### src/rtl/tm1637_update_sequencer_pkg.sv
// TM1637 refresh sequencer: shared command bytes and state encodings.
// Imported by the sequencer top.
package tm1637_update_sequencer_pkg;

  localparam logic [7:0] TM1637_CMD_DATA     = 8'h40;
  localparam logic [7:0] TM1637_CMD_ADDR     = 8'hC0;
  localparam logic [4:0] TM1637_CMD_CTRL_ON  = 5'b10001;
  localparam logic [7:0] TM1637_CMD_CTRL_OFF = 8'h80;

  typedef enum logic [2:0] {
    ST_IDLE,
    ST_F0,
    ST_F1,
    ST_F2,
    ST_GAP
  } state_t;

  function automatic logic [7:0] ctrl_byte(
    input logic       on,
    input logic [2:0] br
  );
    return on ? {TM1637_CMD_CTRL_ON, br} : TM1637_CMD_CTRL_OFF;
  endfunction

endpackage

### src/rtl/tm1637_update_sequencer.sv
// TM1637 refresh sequencer: three bus frames per refresh,
// per-frame NACK retry, inter-frame gaps, 1-deep request pending.
module tm1637_update_sequencer
  import tm1637_update_sequencer_pkg::*;
#(
  parameter int DIGITS     = 4,
  parameter int GAP_CYCLES = 4,
  parameter int MAX_RETRY  = 2
) (
  input  logic                  clk,
  input  logic                  rst,
  input  logic                  update_req,
  input  logic [8*DIGITS-1:0]   seg_data,
  input  logic [2:0]            bright,
  input  logic                  disp_on,
  output logic                  eng_start,
  output logic [7:0]            eng_byte,
  output logic                  eng_first,
  output logic                  eng_last,
  input  logic                  eng_done,
  input  logic                  eng_ack,
  output logic                  busy,
  output logic                  done,
  output logic                  nack_err
);

  localparam int IW = $clog2(DIGITS + 2);
  localparam int GW = $clog2(GAP_CYCLES + 1);
  localparam int RW = (MAX_RETRY > 0) ? $clog2(MAX_RETRY + 1) : 1;

  state_t              state_q, state_d;
  state_t              resume_q, resume_d;
  logic [IW-1:0]       idx_q, idx_d;
  logic [RW-1:0]       retry_q, retry_d;
  logic [GW-1:0]       gap_q, gap_d;
  logic                pend_q, pend_d;
  logic [8*DIGITS-1:0] seg_q, seg_d;
  logic [2:0]          bright_q, bright_d;
  logic                on_q, on_d;
  logic                start_q, start_d;
  logic [7:0]          byte_q, byte_d;
  logic                first_q, first_d;
  logic                last_q, last_d;
  logic                busy_q, busy_d;
  logic                done_q, done_d;
  logic                nack_q, nack_d;

  logic                issue;
  state_t              iss_f;
  logic [IW-1:0]       iss_i;

  // Returns {first, last, byte} for byte i of frame f.
  function automatic logic [9:0] frame_byte(
    input state_t              f,
    input logic [IW-1:0]       i,
    input logic [8*DIGITS-1:0] seg,
    input logic                on,
    input logic [2:0]          br
  );
    logic [7:0] dig;
    dig = '0;
    for (int k = 0; k < DIGITS; k++) begin
      if (i == IW'(k + 1)) dig = seg[8*k +: 8];
    end
    case (f)
      ST_F0:   return {2'b11, TM1637_CMD_DATA};
      ST_F1: begin
        if (i == '0) return {2'b10, TM1637_CMD_ADDR};
        return {1'b0, (i == IW'(DIGITS)), dig};
      end
      ST_F2:   return {2'b11, ctrl_byte(on, br)};
      default: return '0;
    endcase
  endfunction

  always_comb begin
    state_d  = state_q;
    resume_d = resume_q;
    idx_d    = idx_q;
    retry_d  = retry_q;
    gap_d    = gap_q;
    pend_d   = pend_q;
    seg_d    = seg_q;
    bright_d = bright_q;
    on_d     = on_q;
    start_d  = 1'b0;
    byte_d   = byte_q;
    first_d  = first_q;
    last_d   = last_q;
    busy_d   = busy_q;
    done_d   = 1'b0;
    nack_d   = 1'b0;
    issue    = 1'b0;
    iss_f    = ST_F0;
    iss_i    = '0;

    if (update_req && state_q != ST_IDLE) pend_d = 1'b1;

    case (state_q)
      ST_IDLE: begin
        if (update_req || pend_q) begin
          pend_d   = 1'b0;
          seg_d    = seg_data;
          bright_d = bright;
          on_d     = disp_on;
          busy_d   = 1'b1;
          retry_d  = '0;
          issue    = 1'b1;
          iss_f    = ST_F0;
        end
      end
      ST_F0, ST_F1, ST_F2: begin
        if (eng_done) begin
          if (!eng_ack) begin
            if (retry_q < RW'(MAX_RETRY)) begin
              retry_d  = retry_q + RW'(1);
              resume_d = state_q;
              gap_d    = '0;
              state_d  = ST_GAP;
            end else begin
              nack_d  = 1'b1;
              busy_d  = 1'b0;
              state_d = ST_IDLE;
            end
          end else if (!last_q) begin
            issue = 1'b1;
            iss_f = ST_F1;
            iss_i = idx_q + IW'(1);
          end else if (state_q == ST_F2) begin
            done_d  = 1'b1;
            busy_d  = 1'b0;
            state_d = ST_IDLE;
          end else begin
            // New frame: retry budget is per frame.
            retry_d  = '0;
            resume_d = (state_q == ST_F0) ? ST_F1 : ST_F2;
            gap_d    = '0;
            state_d  = ST_GAP;
          end
        end
      end
      ST_GAP: begin
        if (gap_q == GW'(GAP_CYCLES - 1)) begin
          issue = 1'b1;
          iss_f = resume_q;
        end else begin
          gap_d = gap_q + GW'(1);
        end
      end
      default: state_d = ST_IDLE;
    endcase

    if (issue) begin
      state_d = iss_f;
      idx_d   = iss_i;
      start_d = 1'b1;
      {first_d, last_d, byte_d} =
        frame_byte(iss_f, iss_i, seg_d, on_d, bright_d);
    end
  end

  always_ff @(posedge clk) begin
    if (rst) begin
      state_q  <= ST_IDLE;
      resume_q <= ST_IDLE;
      idx_q    <= '0;
      retry_q  <= '0;
      gap_q    <= '0;
      pend_q   <= 1'b0;
      seg_q    <= '0;
      bright_q <= '0;
      on_q     <= 1'b0;
      start_q  <= 1'b0;
      byte_q   <= 8'h00;
      first_q  <= 1'b0;
      last_q   <= 1'b0;
      busy_q   <= 1'b0;
      done_q   <= 1'b0;
      nack_q   <= 1'b0;
    end else begin
      state_q  <= state_d;
      resume_q <= resume_d;
      idx_q    <= idx_d;
      retry_q  <= retry_d;
      gap_q    <= gap_d;
      pend_q   <= pend_d;
      seg_q    <= seg_d;
      bright_q <= bright_d;
      on_q     <= on_d;
      start_q  <= start_d;
      byte_q   <= byte_d;
      first_q  <= first_d;
      last_q   <= last_d;
      busy_q   <= busy_d;
      done_q   <= done_d;
      nack_q   <= nack_d;
    end
  end

  assign eng_start = start_q;
  assign eng_byte  = byte_q;
  assign eng_first = first_q;
  assign eng_last  = last_q;
  assign busy      = busy_q;
  assign done      = done_q;
  assign nack_err  = nack_q;

endmodule

### config.mk
export PLATFORM = sky130hd
export DESIGN_NAME = tm1637_update_sequencer
export DESIGN_NICKNAME = d
export VERILOG_FILES = /design/src/rtl/tm1637_update_sequencer_pkg.sv /design/src/rtl/tm1637_update_sequencer.sv
export SDC_FILE = /design/constraint.sdc
export NUM_CORES = 1
export LEC_CHECK = 0
export CORE_ASPECT_RATIO = 0.5
export CORE_UTILIZATION = 49
export CTS_BUF_LIST = sky130_fd_sc_hd__clkbuf_4 sky130_fd_sc_hd__clkbuf_8
export DETAILED_ROUTE_END_ITERATION = 7
export GPL_ROUTABILITY_DRIVEN = 1
export PLACE_DENSITY = 0.85
export SLEW_MARGIN = 30
export SYNTH_ARGS = -nofsm -noshare
export SYNTH_HDL_FRONTEND = slang
export SYNTH_SLANG_ARGS = --single-unit
### constraint.sdc
create_clock -name clk -period 2.3 [get_ports clk]
set_clock_uncertainty 0.05 [all_clocks]
set_input_delay 0.575 -clock clk [delete_from_list [all_inputs] [get_ports clk]]
set_output_delay 0.575 -clock clk [all_outputs]
set_load 0.05 [all_outputs]
After elaboration in Yosys (flattened, before gate mapping)
Cells that the tools add are included. W data, S select, Z words.

Register bits after elaboration: 65. Input port bits: 41. Output and inout bits: 14. Logic and storage cells: 137.

Add/subtract/negate cells: 3. Order comparisons: 1. Eq/ne operators: 25. Muxes and demuxes: 71. Bitwise logic cells: 4. Reductions and logical operators: 17.

Operator list (number): $mux W3 (23); $mux W32 (2); $mux W8 (4); $pmux W10 S3 (1); $mux W1 (23); $eq A3 B2 Y1 const B (7); $mux W10 (2); $mux W2 (9); $ne A3 B3 Y1 const B (6); $pmux W3 S2 (3); $reduce_and A6 Y1 (3); $eq A3 B1 Y1 const B (3); $ne A2 B2 Y1 const B (4); $add A3 B1 Y3 const B (2); $eq A3 B3 Y1 const B (2); $logic_not A3 Y1 (2); $reduce_bool A2 Y1 (3); $reduce_and A5 Y1 (1); $reduce_or A5 Y1 (1); $mux W4 (1); $ne A2 B1 Y1 const B (2); $ne A4 B4 Y1 const B (1); $not A1 Y1 (4); $pmux W2 S2 (1); 11 further kinds (11).

Depth between registers and ports, before layout
Depth in word-level cells: 12. Mapped depth: 9.

Least setup slack after synthesis
Ideal clock, no wire load.

Path type: register to register. Start: register last_q (netlist: eng_last). End: register last_q (netlist: eng_last). Data arrival time: 1.959 ns. Data required time: 2.180 ns. Path slack: 0.220 ns. Stages on the path, launching flop included: 8. Clock period less this slack: 2.080 ns. Cell sequence: dfxtp_1 > and2b_1 > and3_1 > buf_4 > nor3_2 > buf_2 > a21oi_1 > a21oi_1.

Longest elaborated chain between the ends: 10. Elaborated cells on any way between the ends: 22. Classes of those cells: eq/ne (4); mux (17); reduce/logical (1).

RTL lines: start: declaration (line tm1637_update_sequencer.sv:43) `logic last_q, last_d;`; start signal: assignment (line tm1637_update_sequencer.sv:193) `last_q <= last_d;`; $mux W3 (line tm1637_update_sequencer.sv:125) `end else if (!last_q) begin`; $mux W3 (line tm1637_update_sequencer.sv:114) `if (!eng_ack) begin`; $mux W3 (line tm1637_update_sequencer.sv:113) `if (eng_done) begin`; $mux W3 (line tm1637_update_sequencer.sv:99) `case (state_q)`; $logic_not A3 Y1 (line tm1637_update_sequencer.sv:68) `if (i == '0) return {2'b10, TM1637_CMD_ADDR};`; $mux W1 (line tm1637_update_sequencer.sv:68); $mux W1 (line tm1637_update_sequencer.sv:65) `case (f)`; $mux W1 (line tm1637_update_sequencer.sv:153) `if (issue) begin`; $mux W10 (line tm1637_update_sequencer.sv:69) `return {1'b0, (i == IW'(DIGITS)), dig};`; $pmux W10 S3 (line tm1637_update_sequencer.sv:65).

Parallel ways exist; a longest one is shown, timed or not. The select of a mux whose other input is x is not followed. A chain may end at the register's enable or synchronous reset.

Final worst setup path
Start: input port update_req. End: register byte_q[2] (netlist: eng_byte[2]).

Longest elaborated chain between the ends: 9. Elaborated cells on any way between the ends: 16. Classes of those cells: mux (15); reduce/logical (1).

RTL lines: start: declaration (line tm1637_update_sequencer.sv:12) `input logic update_req,`; $logic_or A1 B1 Y1 * (line tm1637_update_sequencer.sv:101) `if (update_req || pend_q) begin`; $mux W32 (line tm1637_update_sequencer.sv:101); $mux W32 (line tm1637_update_sequencer.sv:99); $mux W8 (4 in a row) (line tm1637_update_sequencer.sv:63) `if (i == IW'(k + 1)) dig = seg[8*k +: 8];`; $mux W10 (line tm1637_update_sequencer.sv:69); $pmux W10 S3 (line tm1637_update_sequencer.sv:65); end signal: assignment (line tm1637_update_sequencer.sv:191) `byte_q <= byte_d;`; end: declaration (line tm1637_update_sequencer.sv:41) `logic [7:0] byte_q, byte_d;`.

Mark *: on every way between the ends. The rest lies on a longest branch, timed or not.

==> results.cfg <==
[status]
status = completed

[logic_synthesis]
synth_cells = 322
synth.net_count = 366
yosys_warnings = 0
ys_ff_latch = 65
ys_types = 51
synth.yosys.seq_area_share_pct = 45.22
synth-edff-count = 0
synth_top_flop_cell = dfxtp_1
async_flop_share_pct = 0
syn_avg_cell_area_um2 = 8.937
syn-cell-area_mm2 = 0.002878

[placed_design]
dpl.hpwl_um = 5172
place_congestion = 0.8474
placed_cell_area_mm2 = 0.003618
numPortBuffers = 54

[setup_path]
worstSetupStartpointType = primary input
r2r_slack_ns = 0.18
required_ns = 2.48
arrival_ns = 2.43
worstRegToRegCells = 7
worstPathMaxFanout = 13
startpoint = update_req
r2r-end = eng_byte[2]$_SDFFE_PP0P_
worst_setup_path_end_kind = flop
reg2reg_from = state_q[1]$_SDFFE_PP0P_
crit_type = in -> reg
endpoint = eng_byte[2]$_SDFFE_PP0P_

[die]
core-area_mm2 = 0.005563
start_util_pct = 51.73
rows = 19
dieArea_mm2 = 0.006202
dieHeight_um = 56.19
die_w_um = 110.4
io_pins = 55

[power]
p_total_mw = 3.504
power.density_mw_per_mm2 = 908.8
ir_drop_uv = 657.4
p_leak_nw = 1.573

[detailed_routing]
vias = 2636
drtPass1Iterations = 5
route.detailed.drc = 0
drtIter0Drc = 156
routed_wirelength_um = 6938
detail_route.wl_per_cell_um = 14.76
via_per_inst = 5.609
drtAntennaViolNets = 0

[global_route]
grt_pass1_vias = 2642
grt.total_usage_pct = 24.66
grt_max_degree = 29
gr-total-overflow = 0
antenna_found_initial = 0
grt_pass1_wl_um = 11520

[timing]
finalHoldViolCount = 0
finalMaxSlewViolations = 0
clock.fmax_mhz = 444.7
setup_viol = 0
worst_slew_pin_slew_ns = 0.5297
hold_slack_ns = 0.4189
post-route-min-period_ns = 2.249
slew-limit-headroom_pct = 64.57
finalCritPeriodShare_pct = 97.78
rsz0062_at_grt = false

[layout]
syn_to_final_growth_pct = 34.00
fillers = 436
final_cell_area_mm2 = 0.003856
utilization_pct = 69.32
drive_gt1_share_pct = 14.36
antenna_cells = 0
nNetsFinal = 437

[run]
cap_viol_max_count = 0

[clock_network]
path_clk_slew_ns = 0.07
cts_root_buf = clkbuf_8
cts_max_path_buffers = 2
htree_levels = 3
cts.sinks = 65
insertion_delay_ns = 0.35
cts-hold-fix-buffers = 0
cts_buffers = 9
cts_tree = yes

[hold_path]
hold_class = reg -> reg
==> cells by family (layout without fill, tap and decap cells) <==
logic type               Yosys count  in the layout  synth area share (%)
buffers and inverters             25            100                 4.695
adder cells (fa/ha/maj)            3              3                 1.304
AND/OR/NAND/NOR                  121            121                 20.83
multiplexers                      31             31                 10.78
flip-flops                        65             65                 45.22
AO/OA/AOI/OAI                     75             75                 16.57
XOR/XNOR                           2              2                0.6088
==> flip-flops by register name, summed over array words and instances, names as in the netlist, 2 cells and up <==
| signal | count |
|---|---|
| seg_q | 32 |
| resume_q | 3 |
| state_q | 3 |
| gap_q | 3 |
| retry_q | 2 |
| bright_q | 3 |
| eng_byte | 8 |
| idx_q | 3 |
==> cell usage after synthesis (2+ instances only) <==
cell      instances  area share [%]
dfxtp_1          65              45
nor2_1           45             5.9
mux2i_1          31              11
nand2_1          28             3.7
a21oi_1          24             4.2
nand3_1          13             2.3
o21ai_1          13             2.3
clkbuf_1         11             1.4
o22ai_1          10             2.2
buf_2             6             1.0
nor3_1            6             1.0
o21ai_0           6             1.0
a22oi_1           5             1.3
nand2b_1          5             1.1
a31oi_1           3            0.65
and3_1            3            0.65
buf_4             3            0.78
buf_6             3             1.2
ha_1              3             1.3
a221oi_2          2             1.0
a311oi_1          2            0.61
nand4_1           2            0.43
nand4b_1          2            0.61
nor2b_1           2            0.43
nor3b_1           2            0.52
o211ai_1          2            0.52
==> cell type report <==
class	count	area [µm²]	share of cell area, %
timing repair buffer	83	765.7	19.86
multi-input combinational	232	1458	37.80
inverter	2	7.507	0.1947
clock buffer	13	172.7	4.478
tap	73	91.34	2.369
sequential	65	1301	33.74
clock inverter	2	60.06	1.557
==> worst max-delay path, stage by stage <==
cell and delay (ns):
clkdlybuf4s50_1 0.54, nor2_1 0.11, nor3_4 0.23, buf_4 0.24, mux2i_1 0.31, o22ai_1 0.15
o21ai_1 0.17, o21ai_1 0.09
==> what timing repair did <==
| item | CTS | global route |
|---|---|---|
| hold endpoints to repair | 0 | 0 |
| gates resized for setup | 0 | 2 |
| endpoints found under the setup margin | 0 | 7 |
| setup buffers | 0 | 0 |
==> metal layers <==
layer	global-route usage (%)	share of wire, %	up-vias
li1	-	-	1289
met1	29.71	44	1256
met2	39.66	49	80
met3	8.548	5.4	11
met4	10.90	1.7	0
met5	0	0	-
==> per-stage QoR <==
step           instances  worst slack, ns  TNS (ns)
5_1_grt              470          0.02542         0
6_report             470          0.05114         0
4_1_cts              470          0.05964         0
3_5_place_dp         455          -0.2771    -1.869
2_1_floorplan        322           0.2204         0
3_3_place_gp         455          -0.2047    -1.112
==> power breakdown <==
part           switching (mW)  internal, mW  total (mW)
combinational           0.562         0.467        1.03
sequential             0.0888          1.27        1.36
clock                   0.410         0.706        1.12
total                    1.06          2.44        3.50
==> layout by cell type, fill, tap and decap left out, types with 2 or more instances in the layout <==
master,netlist,routed
nor2_1,45,45
and3_1,3,2
a311oi_1,2,2
clkbuf_8,0,12
nor3b_1,2,2
o22ai_1,10,10
dfxtp_1,65,65
bufinv_16,0,2
a221oi_2,2,2
o21ai_0,6,6
a22oi_1,5,5
nand3_1,13,13
clkdlybuf4s50_1,0,53
mux2i_1,31,31
nor3_1,6,6
o21ai_1,13,12
nand2b_1,5,5
a31oi_1,3,3
nand4b_1,2,2
a21oi_1,24,24
o211ai_1,2,2
buf_4,3,28
nand4_1,2,2
nand2_1,28,28
nor2b_1,2,2
ha_1,3,3
==> worst min-delay path by stage <==
stage	cells after the start	from	slack [ns]	endpoint
final	2	bright_q[0]$_SDFF_PP0_	0.42	bright_q[0]$_SDFF_PP0_
after global routing	2	bright_q[2]$_SDFF_PP0_	0.44	bright_q[2]$_SDFF_PP0_
after CTS	2	eng_byte[5]$_SDFFE_PP0P_	0.42	eng_byte[5]$_SDFFE_PP0P_
after detailed placement	2	eng_byte[5]$_SDFFE_PP0P_	0.41	eng_byte[5]$_SDFFE_PP0P_
after global placement	2	bright_q[0]$_SDFF_PP0_	0.40	bright_q[0]$_SDFF_PP0_
after floorplan	2	seg_q[14]$_SDFF_PP0_	0.38	seg_q[14]$_SDFF_PP0_
Note: power is estimated with default switching activity, not from simulation.
